**config.mk**
```make
export PLATFORM = sky130hd
export DESIGN_NAME = fp16_div_sched_flat
export DESIGN_NICKNAME = d
export VERILOG_FILES = /design/src/rtl/fp16_div_pkg.sv /design/src/rtl/fp16_div_sched_if.sv /design/src/rtl/rr_arbiter.sv /design/src/rtl/fp16_div_sched.sv /design/src/flat_wrapper.sv
export SDC_FILE = /design/constraint.sdc
export NUM_CORES = 1
export LEC_CHECK = 0
export BUFFER_PORTS_ARGS = -buffer_cell sky130_fd_sc_hd__buf_4
export CORE_UTILIZATION = 35
export CTS_CLUSTER_SIZE = 28
export DETAILED_ROUTE_END_ITERATION = 7
export PLACE_DENSITY = 0.66
export SETUP_SLACK_MARGIN = 0.4
export SYNTH_ARGS = -nofsm -noshare
export SYNTH_HDL_FRONTEND = slang
export SYNTH_HIERARCHICAL = 1
export SYNTH_SLANG_ARGS = --single-unit
```
**constraint.sdc**
```tcl
create_clock -name clk -period 5.9 [get_ports clk]
set_input_delay 0.295 -clock clk [delete_from_list [all_inputs] [get_ports clk]]
set_output_delay 0.295 -clock clk [all_outputs]
set_load 0.05 [all_outputs]
```
**src/rtl/fp16_div_pkg.sv**
```systemverilog
`default_nettype none
// ============================================================================
// Module      : fp16_div_pkg
// Description : Shared widths, FSM states and error quotient for fp16_div_sched
// Revision    : 1.0
// ============================================================================
package fp16_div_pkg;

    localparam int          FP16_W     = 16;
    localparam logic [15:0] FP16_ERR_Q = 16'hFFFF;

    typedef enum logic [1:0] {
        IDLE  = 2'd0,
        ISSUE = 2'd1,
        WAIT  = 2'd2,
        RESP  = 2'd3
    } state_t;

endpackage
`default_nettype wire

```
**src/rtl/fp16_div_sched_if.sv**
```systemverilog
`default_nettype none
// ============================================================================
// Module      : fp16_div_sched_if
// Description : Requester fabric and response channel of the divider scheduler
// Revision    : 1.0
// ============================================================================
interface fp16_div_sched_if
    import fp16_div_pkg::*;
#(
    parameter int NUM_REQ = 4,
    parameter int ID_W    = $clog2(NUM_REQ)
) ();

    logic [NUM_REQ-1:0]        req_valid;
    logic [FP16_W*NUM_REQ-1:0] req_dividend;
    logic [FP16_W*NUM_REQ-1:0] req_divisor;
    logic [NUM_REQ-1:0]        req_ready;
    logic                      resp_valid;
    logic                      resp_ready;
    logic [ID_W-1:0]           resp_id;
    logic [FP16_W-1:0]         resp_q;
    logic                      resp_err;

    modport master (
        output req_valid, req_dividend, req_divisor, resp_ready,
        input  req_ready, resp_valid, resp_id, resp_q, resp_err
    );

    modport slave (
        input  req_valid, req_dividend, req_divisor, resp_ready,
        output req_ready, resp_valid, resp_id, resp_q, resp_err
    );

endinterface
`default_nettype wire

```
**src/rtl/rr_arbiter.sv**
```systemverilog
`default_nettype none
// ============================================================================
// Module      : rr_arbiter
// Description : Combinational rotate-priority arbiter, scan starts after last grant
// Revision    : 1.0
// ============================================================================
module rr_arbiter #(
    parameter int N     = 4,
    parameter int IDX_W = $clog2(N)
) (
    input  logic [N-1:0]     i_req,
    input  logic [IDX_W-1:0] i_last_grant,
    input  logic             i_enable,
    output logic [N-1:0]     o_grant,
    output logic [IDX_W-1:0] o_grant_idx
);

    always_comb begin
        int w_dist;
        int w_best_dist;
        int w_best_idx;
        o_grant     = '0;
        o_grant_idx = '0;
        w_dist      = 0;
        w_best_dist = N;
        w_best_idx  = 0;
        // Distance 0 is the requester right after the last grant
        for (int i = 0; i < N; i++) begin
            w_dist = i - int'(i_last_grant) - 1;
            if (w_dist < 0) w_dist = w_dist + N;
            if (i_req[i] && (w_dist < w_best_dist)) begin
                w_best_dist = w_dist;
                w_best_idx  = i;
            end
        end
        if (i_enable && (w_best_dist < N)) begin
            o_grant     = N'(1) << w_best_idx;
            o_grant_idx = IDX_W'(w_best_idx);
        end
    end

endmodule
`default_nettype wire

```
**src/rtl/fp16_div_sched.sv**
```systemverilog
`default_nettype none
// ============================================================================
// Module      : fp16_div_sched
// Description : Round-robin sharing of one multicycle FP16 divider with timeout
// Revision    : 1.0
// ============================================================================
module fp16_div_sched
    import fp16_div_pkg::*;
#(
    parameter int NUM_REQ        = 4,
    parameter int ID_W           = $clog2(NUM_REQ),
    parameter int TIMEOUT_CYCLES = 64
) (
    input  logic              clk,
    input  logic              rst,
    fp16_div_sched_if.slave   bus,
    output logic              busy,
    output logic              div_input_valid,
    output logic [FP16_W-1:0] div_dividend,
    output logic [FP16_W-1:0] div_divisor,
    input  logic              div_output_update,
    input  logic              div_idle,
    input  logic [FP16_W-1:0] div_q
);

    localparam int CNT_W = $clog2(TIMEOUT_CYCLES);

    state_t              r_state;
    state_t              w_next;
    logic [ID_W-1:0]     r_last_grant;
    logic [ID_W-1:0]     r_cur_id;
    logic [CNT_W-1:0]    r_cnt;
    logic [FP16_W-1:0]   r_dividend;
    logic [FP16_W-1:0]   r_divisor;
    logic [FP16_W-1:0]   r_resp_q;
    logic [ID_W-1:0]     r_resp_id;
    logic                r_resp_err;
    logic                r_resp_valid;
    logic [NUM_REQ-1:0]  w_grant;
    logic [ID_W-1:0]     w_grant_idx;
    logic                w_arb_en;
    logic                w_timeout;
    logic [FP16_W-1:0]   w_dvd [NUM_REQ];
    logic [FP16_W-1:0]   w_dvs [NUM_REQ];

    for (genvar g = 0; g < NUM_REQ; g++) begin : g_unpack
        assign w_dvd[g] = bus.req_dividend[g*FP16_W +: FP16_W];
        assign w_dvs[g] = bus.req_divisor[g*FP16_W +: FP16_W];
    end

    // No grant on a reset edge so that a request is never half-accepted
    assign w_arb_en  = rst && (r_state == IDLE) && div_idle;
    assign w_timeout = (r_cnt == CNT_W'(TIMEOUT_CYCLES - 1));

    rr_arbiter #(
        .N     (NUM_REQ),
        .IDX_W (ID_W)
    ) u_arb (
        .i_req        (bus.req_valid),
        .i_last_grant (r_last_grant),
        .i_enable     (w_arb_en),
        .o_grant      (w_grant),
        .o_grant_idx  (w_grant_idx)
    );

    always_ff @(posedge clk) begin
        if (!rst) r_state <= IDLE;
        else      r_state <= w_next;
    end

    always_comb begin
        w_next = r_state;
        case (r_state)
            IDLE:    if (|w_grant) w_next = ISSUE;
            ISSUE:   w_next = WAIT;
            WAIT:    if (div_output_update || w_timeout) w_next = RESP;
            RESP:    if (bus.resp_ready) w_next = IDLE;
            default: w_next = IDLE;
        endcase
    end

    always_ff @(posedge clk) begin
        if (!rst) begin
            r_last_grant <= ID_W'(NUM_REQ - 1);
            r_cur_id     <= '0;
            r_cnt        <= '0;
            r_dividend   <= '0;
            r_divisor    <= '0;
            r_resp_q     <= '0;
            r_resp_id    <= '0;
            r_resp_err   <= 1'b0;
            r_resp_valid <= 1'b0;
        end else begin
            case (r_state)
                IDLE: if (|w_grant) begin
                    r_dividend <= w_dvd[w_grant_idx];
                    r_divisor  <= w_dvs[w_grant_idx];
                    r_cur_id   <= w_grant_idx;
                end
                ISSUE: r_cnt <= '0;
                WAIT: begin
                    r_cnt <= r_cnt + CNT_W'(1);
                    // A result arriving on the timeout cycle still counts as good
                    if (div_output_update) begin
                        r_resp_q     <= div_q;
                        r_resp_err   <= 1'b0;
                        r_resp_id    <= r_cur_id;
                        r_resp_valid <= 1'b1;
                    end else if (w_timeout) begin
                        r_resp_q     <= FP16_ERR_Q;
                        r_resp_err   <= 1'b1;
                        r_resp_id    <= r_cur_id;
                        r_resp_valid <= 1'b1;
                    end
                end
                RESP: if (bus.resp_ready) begin
                    r_resp_valid <= 1'b0;
                    r_last_grant <= r_cur_id;
                end
                default: ;
            endcase
        end
    end

    assign busy            = (r_state != IDLE);
    assign div_input_valid = (r_state == ISSUE);
    assign div_dividend    = r_dividend;
    assign div_divisor     = r_divisor;
    assign bus.req_ready   = w_grant;
    assign bus.resp_valid  = r_resp_valid;
    assign bus.resp_q      = r_resp_q;
    assign bus.resp_id     = r_resp_id;
    assign bus.resp_err    = r_resp_err;

endmodule
`default_nettype wire
```
**src/flat_wrapper.sv**
```systemverilog
// flat-port wrapper written by rule: the top's interface ports become plain ports
module fp16_div_sched_flat import fp16_div_pkg::*;
#(
    parameter int NUM_REQ        = 4,
    parameter int ID_W           = $clog2(NUM_REQ),
    parameter int TIMEOUT_CYCLES = 64
)
  (clk, rst, busy, div_input_valid, div_dividend, div_divisor, div_output_update, div_idle, div_q, bus_req_valid, bus_req_dividend, bus_req_divisor, bus_resp_ready, bus_req_ready, bus_resp_valid, bus_resp_id, bus_resp_q, bus_resp_err);
  fp16_div_sched_if #(.NUM_REQ(NUM_REQ), .ID_W(ID_W)) bus_i ();
  input  logic clk;
  input  logic rst;
  output logic busy;
  output logic div_input_valid;
  output logic [FP16_W-1:0] div_dividend;
  output logic [FP16_W-1:0] div_divisor;
  input  logic div_output_update;
  input  logic div_idle;
  input  logic [FP16_W-1:0] div_q;
  input wire logic [$bits(bus_i.req_valid)-1:0] bus_req_valid;
  input wire logic [$bits(bus_i.req_dividend)-1:0] bus_req_dividend;
  input wire logic [$bits(bus_i.req_divisor)-1:0] bus_req_divisor;
  input wire logic [$bits(bus_i.resp_ready)-1:0] bus_resp_ready;
  output wire logic [$bits(bus_i.req_ready)-1:0] bus_req_ready;
  output wire logic [$bits(bus_i.resp_valid)-1:0] bus_resp_valid;
  output wire logic [$bits(bus_i.resp_id)-1:0] bus_resp_id;
  output wire logic [$bits(bus_i.resp_q)-1:0] bus_resp_q;
  output wire logic [$bits(bus_i.resp_err)-1:0] bus_resp_err;
  assign bus_i.req_valid = bus_req_valid;
  assign bus_i.req_dividend = bus_req_dividend;
  assign bus_i.req_divisor = bus_req_divisor;
  assign bus_i.resp_ready = bus_resp_ready;
  assign bus_req_ready = bus_i.req_ready;
  assign bus_resp_valid = bus_i.resp_valid;
  assign bus_resp_id = bus_i.resp_id;
  assign bus_resp_q = bus_i.resp_q;
  assign bus_resp_err = bus_i.resp_err;
  fp16_div_sched #(.NUM_REQ(NUM_REQ), .ID_W(ID_W), .TIMEOUT_CYCLES(TIMEOUT_CYCLES)) u_core (.clk(clk), .rst(rst), .bus(bus_i), .busy(busy), .div_input_valid(div_input_valid), .div_dividend(div_dividend), .div_divisor(div_divisor), .div_output_update(div_output_update), .div_idle(div_idle), .div_q(div_q));
endmodule
```
==> results of run 1 <==
## stage by stage
stage,power [W],hold slack [ps],instance area [µm²],utilization,worst slack [ps]
3_5_place_dp,0.00150,445,5400,0.521,942
6_report,0.00191,223,5630,0.543,965
2_1_floorplan,0.00124,449,3780,-,559
5_1_grt,0.00202,191,5630,0.543,628
4_1_cts,0.00194,200,5630,0.543,914
3_3_place_gp,0.00148,441,5400,0.521,1030
## registers in the layout (all words and copies together), names as in the netlist
name,flops
u_core/r_cnt,6
u_core/bus.resp_id,2
u_core/div_divisor,16
u_core/bus.resp_err,1
u_core/bus.resp_valid,1
u_core/div_dividend,16
u_core/r_cur_id,2
u_core/r_state,2
u_core/bus.resp_q,16
u_core/r_last_grant,2
## cell usage after synthesis, types with 2 or more instances
cell / n / area (µm²)
a21boi_1: 34 / 255
a21o_1: 2 / 15.0
a21oi_1: 4 / 20.0
and3_1: 2 / 12.5
buf_1: 2 / 7.51
buf_2: 5 / 25.0
buf_6: 7 / 78.8
clkbuf_1: 11 / 41.3
dfxtp_1: 64 / 1280
ha_1: 16 / 200
inv_1: 13 / 48.8
mux2i_1: 4 / 40.0
mux4_2: 32 / 721
nand2_1: 83 / 312
nand2b_1: 2 / 12.5
nand3_1: 5 / 25.0
nand4_1: 4 / 25.0
nor2_1: 9 / 33.8
o211ai_1: 2 / 15.0
o21ai_0: 3 / 15.0
o21ai_1: 2 / 10.0
o221a_1: 16 / 180
or3_1: 2 / 12.5
xnor2_1: 2 / 17.5
xor2_1: 4 / 35.0
## logic make-up after synthesis
group	count (synthesis)
simple gates	121
buf+inv	40
mux	37
other cells	1
flops	64
fa+ha+maj	16
xor+xnor	7
compound gates	73
## power groups by stage
| stage | Clock, W | Combinational [W] | Sequential, W |
|---|---|---|---|
| after floorplan | 0 | 0.000462 | 0.000775 |
| after global placement | 0 | 0.000927 | 0.000556 |
| after detailed placement | 0 | 0.000943 | 0.000560 |
| after CTS | 0.000441 | 0.000945 | 0.000550 |
| after global routing | 0.000462 | 0.00100 | 0.000558 |
| final | 0.000428 | 0.000931 | 0.000549 |
## critical path: stages, from the launching register on
cell	delay, ps
dfxtp_1	480
inv_1	130
ha_1	250
xnor2_2	180
a21oi_2	250
inv_1	100
o211ai_1	130
ha_1	270
o2111ai_1	210
o221a_4	260
mux2_2	340
ha_1	290
a21o_1	190
and4bb_1	310
o41ai_4	90
and2_1	200
o21ai_4	150
buf_12	270
mux4_2	560
nand2_1	90
a21boi_1	60
## final timing paths
| check | startpoint | end | slack (ps) |
|---|---|---|---|
| hold / removal | div_q[3] | u_core/bus.resp_q[3] | 220 |
| hold reg to reg | u_core/div_dividend[1] | u_core/div_dividend[1] | 450 |
| setup / recovery | u_core/r_last_grant[0] | u_core/div_divisor[3] | 970 |
| setup reg to reg | u_core/r_last_grant[0] | u_core/div_divisor[3] | 970 |
## area by class of cell
type | count | share of cell area
clock buffer | 10 | 0.0244
clock inverter | 6 | 0.0162
inverter | 13 | 0.00867
multi-input combinational | 256 | 0.405
sequential | 64 | 0.228
tap | 136 | 0.0302
timing repair buffer | 214 | 0.288
## layer usage
layer,GRT usage,share of wire,vias up
li1,-,-,1703
met1,0.198,0.38,1602
met2,0.359,0.53,148
met3,0.0433,0.064,15
met4,0.0704,0.017,0
met5,0,0,-
==> metrics.md, run 1 <==
| Metric | Value |
|---|---|
| Combinational family with the most area after synthesis | multiplexers |
| Finished Layout Cells | 699 |
| Drt first-iter violations | 108 |
| P_int | 0.00113 W |
| Clk_lat worst skew | 330 ps |
| Commonest non-fill, non-tap cells in the layout | buf_4 (213), nand2_1 (83), dfxtp_1 (64) |
| Diode count | 0 |
| Cell area power density | 339 mW/mm² |
| FF/Latch Area | 0.00128 mm² |
| Area added between synthesis and finish | 49.3% |
| CP Capture Type | register |
| LEAKAGE | 2.48 nW |
| CP Class | register to register |
| Max Buffers Root-to-Sink | 2 |
| Routed vias/inst | 4.96 |
| Startpoint Class | register |
| Largest net degree at the start of global routing | 66 |
| Initial antenna violation count | 0 |
| Die Ht | 106 µm |
| EDFF count, synth | 0 |
| Routed len/inst | 14.6 µm |
| Antenna-violating nets left | 0 |
| Clock skew | 8.44 ps |
| Top-Level Pins | 211 |
| Vias in the first global route | 3553 |
| Fmax | 203 MHz |
| Switching Power | 0.000779 W |
| Ys flop type | dfxtp_1 |
| Global route overflow | 0 |
| Post-layout minimum cycle time | 4930 ps |
| Layout cells sized above 1 | 0.494 |
| Root buf cell | clkbuf_8 |
| DPL Wire Length | 8080 µm |
| CTS tree | done |
| Min-Delay Path Class | input pin to register |
| Sw frac | 0.409 |
| Hold buffers post-CTS | 0 |
| Synth Area in Adders | 0.0531 |
| CP required | 6130 ps |
| Via Count | 3468 |
| Synth Area in Compound Gates | 0.170 |
| Inst Count DP | 683 |
| Post-synthesis register bit count | 64 |
| Core box area | 0.0104 mm² |
| Mux contribution to synthesized area | 0.205 |
| R2r worst-path depth | 20 |
| Layout Nets | 727 |
| Worst-Margin Slew | 826 ps |
| GP Congestion | 0.802 |
| Arrival time at the worst endpoint | 5160 ps |
| Final WL | 10200 µm |
| Post-synthesis cell area | 0.00377 mm² |
| RSZ-0062 raised after global routing | no |
| Async set-reset flop share out of synthesis | 0 |
| Worst rel slew slack | 0.447 |
| Total CTS buffers | 9 |
| CTS resizes | 0 |
| CTS sink cnt | 64 |
| Max FO, Critical Path | 33 |
| Post-Synthesis Cells | 359 |
| GRT Total Usage | 0.188 |
| Clk network pwr share | 0.224 |
| First-pass GRT wire length | 16600 µm |
| Area of the die | 0.0112 mm² |
| Setup TNS Final | 0 ps |
| Final Cycle Share | 0.836 |
| Slew Viols, Final | 0 |
| Commonest non-fill, non-tap cell in the layout | buf_4 |
| Register area share after synthesis | 0.340 |
| DRT Pass-1 Iters | 4 |
| PortBufs | 210 |
| Synth cell types | 54 |
| Clock transition at path regs | 70 ps |
| VDD IR-drop max | 154 µV |
| Syn Area/Cell | 10.5 µm² |
| Combinational share of power | 0.488 |
| Setup bufs post-CTS | 0 |
| Initial Util | 0.364 |
| Simple-gate share of the synthesized area | 0.154 |
| Yosys warning count | 6 |
| Max-capacitance violation count | 0 |
| DRC | 0 |
| H-tree Lvls | 3 |
| Hold depth | 2 |
| FP Rows | 37 |
| DIE WIDTH | 106 µm |
| Post-Synth XOR/XNOR Area | 0.0182 |
| Run status | finished, final reports clean |
| Fill count | 961 |
| Final setup violation count | 0 |
| Fin. Hold Viols | 0 |
| Area of the multi-input gates | 0.00228 mm² |
| Flop pwr share | 0.288 |
(Power assumes the default switching activity.)
==> run 2, diff against run 1 <==
Settings changed: PLACE_DENSITY 0.66 to 0.68.
Clock period 5.9 ns to 4.1 ns, I/O delays scaled along.
==> metrics.md, run 2 (synthesized netlist as in run 1, its figures left out) <==
| Metric | Value |
|---|---|
| RSZ-0062 raised after global routing | yes |
| Final Cycle Share | 1.07 (+0.233) |
| PortBufs | 210 (unchanged) |
| GP Congestion | 0.841 (+4.9%) |
| CP Class | register to register |
| Worst rel slew slack | 0.490 (+0.0438) |
| VDD IR-drop max | 266 µV (+72%) |
| Max-capacitance violation count | 0 (unchanged) |
| Slew Viols, Final | 0 (unchanged) |
| Root buf cell | clkbuf_8 |
| Max FO, Critical Path | 6 (-82%) |
| Clock transition at path regs | 90 ps (+20 ps) |
| Layout cells sized above 1 | 0.620 (+0.126) |
| Largest net degree at the start of global routing | 66 (unchanged) |
| Initial antenna violation count | 0 (unchanged) |
| Hold Startpoint | div_q[0] |
| Clock skew | 13.2 ps (+4.81 ps) |
| Clk_lat worst skew | 350 ps (+20 ps) |
| Met3 wire length | 609 µm (-7.3%) |
| Arrival time at the worst endpoint | 4670 ps (-490 ps) |
| Total Power | 0.00317 W (+66%) |
| GRT Total Usage | 0.198 (+0.0100) |
| DRC | 0 (unchanged) |
| Worst-Margin Slew | 761 ps (-65.4 ps) |
| Routed len/inst | 15.5 µm (+5.8%) |
| Die Ht | 106 µm (unchanged) |
| Initial Util | 0.364 (unchanged) |
| Routed wl met2 | 6270 µm (+15%) |
| Final WL | 11400 µm (+12%) |
| Top cell family by delay on the critical path | simple AND/OR/NAND/NOR gates |
| First-pass GRT wire length | 17400 µm (+4.7%) |
| WL met1 | 4360 µm (+11%) |
| DIE WIDTH | 106 µm (unchanged) |
| CP Buf/Inv Count | 5 (+2) |
| Hold depth | 2 (unchanged) |
| Fin. Hold Viols | 0 (unchanged) |
| Vias in the first global route | 3654 (+2.8%) |
| Commonest non-fill, non-tap cell in the layout | buf_4 |
| Run status | finished, violations left |
| Area added between synthesis and finish | 72.8% |
| DP Area | 0.00577 mm² (+6.9%) |
| FP Rows | 37 (unchanged) |
| Min-Delay Path Class | input pin to register |
| Top sig layer | met4 |
| R2r worst-path depth | 22 (+10%) |
| Hold_ws | 115 ps (-107 ps) |
| Via Count | 3665 (+5.7%) |
| Reg2Reg Setup Slack | -290 ps (-1250 ps) |
| H-tree Lvls | 3 (unchanged) |
| Startpoint Class | register |
| Top-Level Pins | 211 (unchanged) |
| Slowest CP cell | dfxtp_4 |
| DRT Pass-1 Iters | 4 (unchanged) |
| Global route overflow | 0 (unchanged) |
| Area of the die | 0.0112 mm² (unchanged) |
| Antenna-violating nets left | 0 (unchanged) |
| Worst setup margin | -286 ps (-1250 ps) |
| Cell area power density | 487 mW/mm² (+44%) |
| Setup TNS Final | -9440 ps (-9440 ps) |
| Worst setup slack after placement | -312 ps (-1250 ps) |
| Total CTS buffers | 9 (unchanged) |
| Commonest non-fill, non-tap cells in the layout | buf_4 (227), dfxtp_1 (62), nand2_1 (60) |
| RR Endpoint | u_core/r_cur_id[0] |
| LEAKAGE | 2.80 nW (+13%) |
| CP Capture Type | register |
| Design area | 0.00652 mm² (+16%) |
| Final setup violation count | 39 (+39) |
| Max Buffers Root-to-Sink | 2 (unchanged) |
| Critical Path Max Stage Delay | 400 ps (-160 ps) |
| CTS tree | done |
| Diode count | 0 (unchanged) |
| Post-layout minimum cycle time | 4390 ps (-549 ps) |
| R2R Path Start | u_core/r_last_grant[0] |
| Drt first-iter violations | 55 (-49%) |
| Layout Nets | 767 (+5.5%) |
| CTS sink cnt | 64 (unchanged) |
| Fill count | 869 (-9.6%) |
| Crit-path cells | inv_6 > ha_4 > xnor2_4 > a21oi_2 > inv_1 > o211ai_1 > ha_1 > o2111ai_2 > o221a_4 > mux2_4 > ha_4 > a21o_1 > and4bb_1 > o41ai_4 > buf_4 > and3b_2 > nor4_4 > nand2b_4 > buf_12 > buf_12 > nand2_2 > a21boi_2 |
| Routed vias/inst | 4.96 (about the same) |
| Hold EP | u_core/bus.resp_q[0] |
| Fmax | 228 MHz (+13%) |
| DPL Wire Length | 8420 µm (+4.2%) |
| Failing checks | negative setup slack |
| Core box area | 0.0104 mm² (unchanged) |
| CP required | 4380 ps (-1750 ps) |
## run 2: cell count changes in the layout (fill, tap and decap cells not counted), moves of 4 or more
cell | previous run | this run
a21boi_1 | 34 | 25
a21boi_2 | 0 | 9
buf_12 | 1 | 8
buf_16 | 0 | 4
buf_4 | 213 | 227
buf_6 | 0 | 9
buf_8 | 0 | 4
ha_1 | 16 | 8
ha_4 | 0 | 8
inv_1 | 13 | 9
nand2_1 | 83 | 60
nand2_2 | 0 | 18
nand2_4 | 0 | 5
## run 2: timing repair
item / CTS / global route
gates resized for setup: 31 / 43
setup buffers: 9 / 3
hold buffers: 0 / 0
pin swaps: 18 / 35
gates cloned: 4 / 2
setup endpoints to repair: 40 / 40
## run 2: worst register-to-register path: cells and delay by family (launching register included)
| kind | cells | cell delay [ps] |
|---|---|---|
| compound gates | 7 | 1010 |
| xor+xnor | 1 | 220 |
| fa+ha+maj | 3 | 730 |
| buf+inv | 5 | 560 |
| flops | 1 | 400 |
| mux | 1 | 320 |
| simple gates | 5 | 1100 |
## run 2: power by group
group / total [W] / leakage [nW] / switching, W / internal, W
clock: 0.000631 / 0.111 / 0.000281 / 0.000350
sequential: 0.000800 / 0.518 / 0.0000714 / 0.000729
combinational: 0.00174 / 2.18 / 0.000939 / 0.000804
## run 2: stage by stage
step	utilization	std cells
6_report	0.629	739
4_1_cts	0.608	734
3_5_place_dp	0.557	705
2_1_floorplan	-	360
5_1_grt	0.629	739
3_3_place_gp	0.557	705
## run 2: how the worst max path moves through the flow
stage,from,endpoint,slack [ps],cells past startpoint
final,u_core/r_last_grant[0],u_core/r_cur_id[0],-290,22
after global routing,u_core/r_last_grant[0],u_core/r_cur_id[0],-510,22
after CTS,u_core/r_last_grant[0],bus_req_ready[1],-270,19
after detailed placement,u_core/r_last_grant[0],u_core/div_divisor[2],-310,21
after global placement,u_core/r_last_grant[0],u_core/div_divisor[2],-230,21
after floorplan,u_core/r_last_grant[0],u_core/div_dividend[0],-310,21
## run 2: cell type report
class                           count  area (µm²)  area share
Inverter                           13        56.3     0.00864
Clock inverter                      7         103      0.0157
Multi-Input combinational cell    256        2590       0.398
Tap cell                          136         170      0.0261
Sequential cell                    64        1290       0.198
Clock buffer                        9         124      0.0190
Timing Repair Buffer              254        2190       0.335
## run 2: routing by layer
layer / track usage / vias up
li1: - / 1788
met1: 0.219 / 1720
met2: 0.377 / 140
met3: 0.0359 / 17
met4: 0.0685 / 0
met5: 0 / -
==> run 3, diff against run 2 <==
Settings changed: RECOVER_POWER from default to 25.
==> metrics.md, run 3 (synthesized netlist as in run 1, its figures left out) <==
| Metric | Value |
|---|---|
| Run status | finished, violations left |
| Failing checks | negative setup slack |
| CP Capture Type | register |
| LEAKAGE | 2.72 nW (-3.0%) |
| Antenna-violating nets left | 0 (unchanged) |
| WL met1 | 4410 µm (+0.99%) |
| Worst rel slew slack | 0.489 (-0.00176) |
| DRT Pass-1 Iters | 4 (unchanged) |
| Hold buffers post-CTS | 0 (unchanged) |
| Fill count | 887 (+2.1%) |
| CTS tree | done |
| CP required | 4380 ps (about the same) |
| FF/Latch Area | 0.00129 mm² (unchanged) |
| Routed wl met2 | 6260 µm (-0.18%) |
| Routed vias/inst | 4.95 (-0.22%) |
| Post-layout minimum cycle time | 4390 ps (+0.0260 ps) |
| DPL Wire Length | 8420 µm (unchanged) |
| DRC | 0 (unchanged) |
| H-tree Lvls | 3 (unchanged) |
| Commonest non-fill, non-tap cell in the layout | buf_4 |
| Worst setup margin | -286 ps (-0.0260 ps) |
| Slew Viols, Final | 0 (unchanged) |
| Arrival time at the worst endpoint | 4670 ps (about the same) |
| R2R Path Start | u_core/r_last_grant[0] |
| Final WL | 11400 µm (about the same) |
| Initial antenna violation count | 0 (unchanged) |
| Drt first-iter violations | 67 (+22%) |
| Area of the multi-input gates | 0.00259 mm² (unchanged) |
| Final setup violation count | 39 (unchanged) |
| Hold Startpoint | div_q[0] |
| Fmax | 228 MHz (about the same) |
| DIE WIDTH | 106 µm (unchanged) |
| Clock transition at path regs | 80 ps (about the same) |
| Via Count | 3657 (-0.22%) |
| Commonest non-fill, non-tap cells in the layout | buf_4 (207), dfxtp_1 (62), nand2_1 (60) |
| Worst setup slack after placement | -312 ps (unchanged) |
| Total CTS buffers | 9 (unchanged) |
| First-pass GRT wire length | 17400 µm (unchanged) |
| Met3 wire length | 584 µm (-4.1%) |
| Final Cycle Share | 1.07 (about the same) |
| FP Rows | 37 (unchanged) |
| Max Buffers Root-to-Sink | 2 (unchanged) |
| Root buf cell | clkbuf_8 |
| Fin. Hold Viols | 0 (unchanged) |
| Top-Level Pins | 211 (unchanged) |
| RR Endpoint | u_core/r_cur_id[0] |
| Hold EP | u_core/bus.resp_q[0] |
| Diode count | 0 (unchanged) |
| Core box area | 0.0104 mm² (unchanged) |
| Min-Delay Path Class | input pin to register |
| Vias in the first global route | 3654 (unchanged) |
| RSZ-0062 raised after global routing | yes |
| Startpoint Class | register |
| Max-capacitance violation count | 0 (unchanged) |
| Layout Nets | 767 (unchanged) |
| VDD IR-drop max | 265 µV (-0.39%) |
| Clock skew | 11.8 ps (-1.47 ps) |
| Initial Util | 0.364 (unchanged) |
| Area added between synthesis and finish | 70.8% |
| Design area | 0.00644 mm² (-1.2%) |
| Max FO, Critical Path | 6 (unchanged) |
| GRT Total Usage | 0.198 (unchanged) |
| CP Class | register to register |
| Cell area power density | 488 mW/mm² (+0.13%) |
| Largest net degree at the start of global routing | 66 (unchanged) |
| Area of the die | 0.0112 mm² (unchanged) |
| Reg2Reg Setup Slack | -290 ps (about the same) |
| PortBufs | 210 (unchanged) |
| DP Area | 0.00577 mm² (unchanged) |
| R2r worst-path depth | 22 (unchanged) |
| Global route overflow | 0 (unchanged) |
| Top sig layer | met4 |
| Die Ht | 106 µm (unchanged) |
| GP Congestion | 0.841 (unchanged) |
| Hold depth | 2 (unchanged) |
| Worst-Margin Slew | 764 ps (+2.63 ps) |
| Routed len/inst | 15.5 µm (about the same) |
| Clk_lat worst skew | 350 ps (about the same) |
| CTS sink cnt | 64 (unchanged) |
| Layout cells sized above 1 | 0.587 (-0.0332) |
## run 3: layout make-up
cell class              instances  share of cell area
flip-flops and latches         64               0.200
clock inverters                 7              0.0159
multi-input cells             256               0.402
repair buffers                254               0.328
inverters                      13             0.00874
clock buffers                   9              0.0192
well taps                     136              0.0264
## run 3: worst max path at each step
| stage | startpoint | endpoint | slack, ps |
|---|---|---|---|
| 3_3_place_gp | u_core/r_last_grant[0] | u_core/div_divisor[2] | -230 |
| 4_1_cts | u_core/r_last_grant[0] | bus_req_ready[1] | -270 |
| 6_report | u_core/r_last_grant[0] | u_core/r_cur_id[0] | -290 |
| 3_5_place_dp | u_core/r_last_grant[0] | u_core/div_divisor[2] | -310 |
| 5_1_grt | u_core/r_last_grant[0] | u_core/r_cur_id[0] | -510 |
| 2_1_floorplan | u_core/r_last_grant[0] | u_core/div_dividend[0] | -310 |
## run 3: metrics by stage
step / hold slack [ps] / total power [W] / instances / utilization / setup TNS, ps
5_1_grt: 111 / 0.00329 / 739 / 0.622 / -18400
3_5_place_dp: 449 / 0.00231 / 705 / 0.557 / -9880
3_3_place_gp: 444 / 0.00228 / 705 / 0.557 / -6670
2_1_floorplan: 363 / 0.00183 / 360 / - / -10890
6_report: 118 / 0.00314 / 739 / 0.622 / -9430
4_1_cts: 106 / 0.00308 / 734 / 0.608 / -9270
## run 3: routing by layer
metal  track usage  up-vias
met1         0.219     1719
met2         0.377      135
met4        0.0685        0
met3        0.0359       16
met5             0        -
li1              -     1787
## run 3: timing repair
action	4_1_cts	5_1_grt
endpoints found under the setup margin	40	40
setup buffers	9	3
resized for setup	31	43
gates cloned	4	2
pin swaps	18	35
## run 3: worst max-delay path: stages, from the launching register on
cell and delay (ps):
dfxtp_4 400, inv_6 50, ha_4 170, xnor2_4 220, a21oi_2 100, inv_1 80, o211ai_1 110, ha_1 320
o2111ai_2 200, o221a_4 210, mux2_4 320, ha_4 240, a21o_1 160, and4bb_1 300, o41ai_4 100, buf_4 160
and3b_2 220, nor4_4 290, nand2b_4 230, buf_12 130, buf_12 130, nand2_2 60, a21boi_2 130
## run 3: where the power goes
part / switching, W / internal (W)
Sequential: 0.0000707 / 0.000729
Clock: 0.000280 / 0.000350
Combinational: 0.000939 / 0.000774
Total: 0.00129 / 0.00185
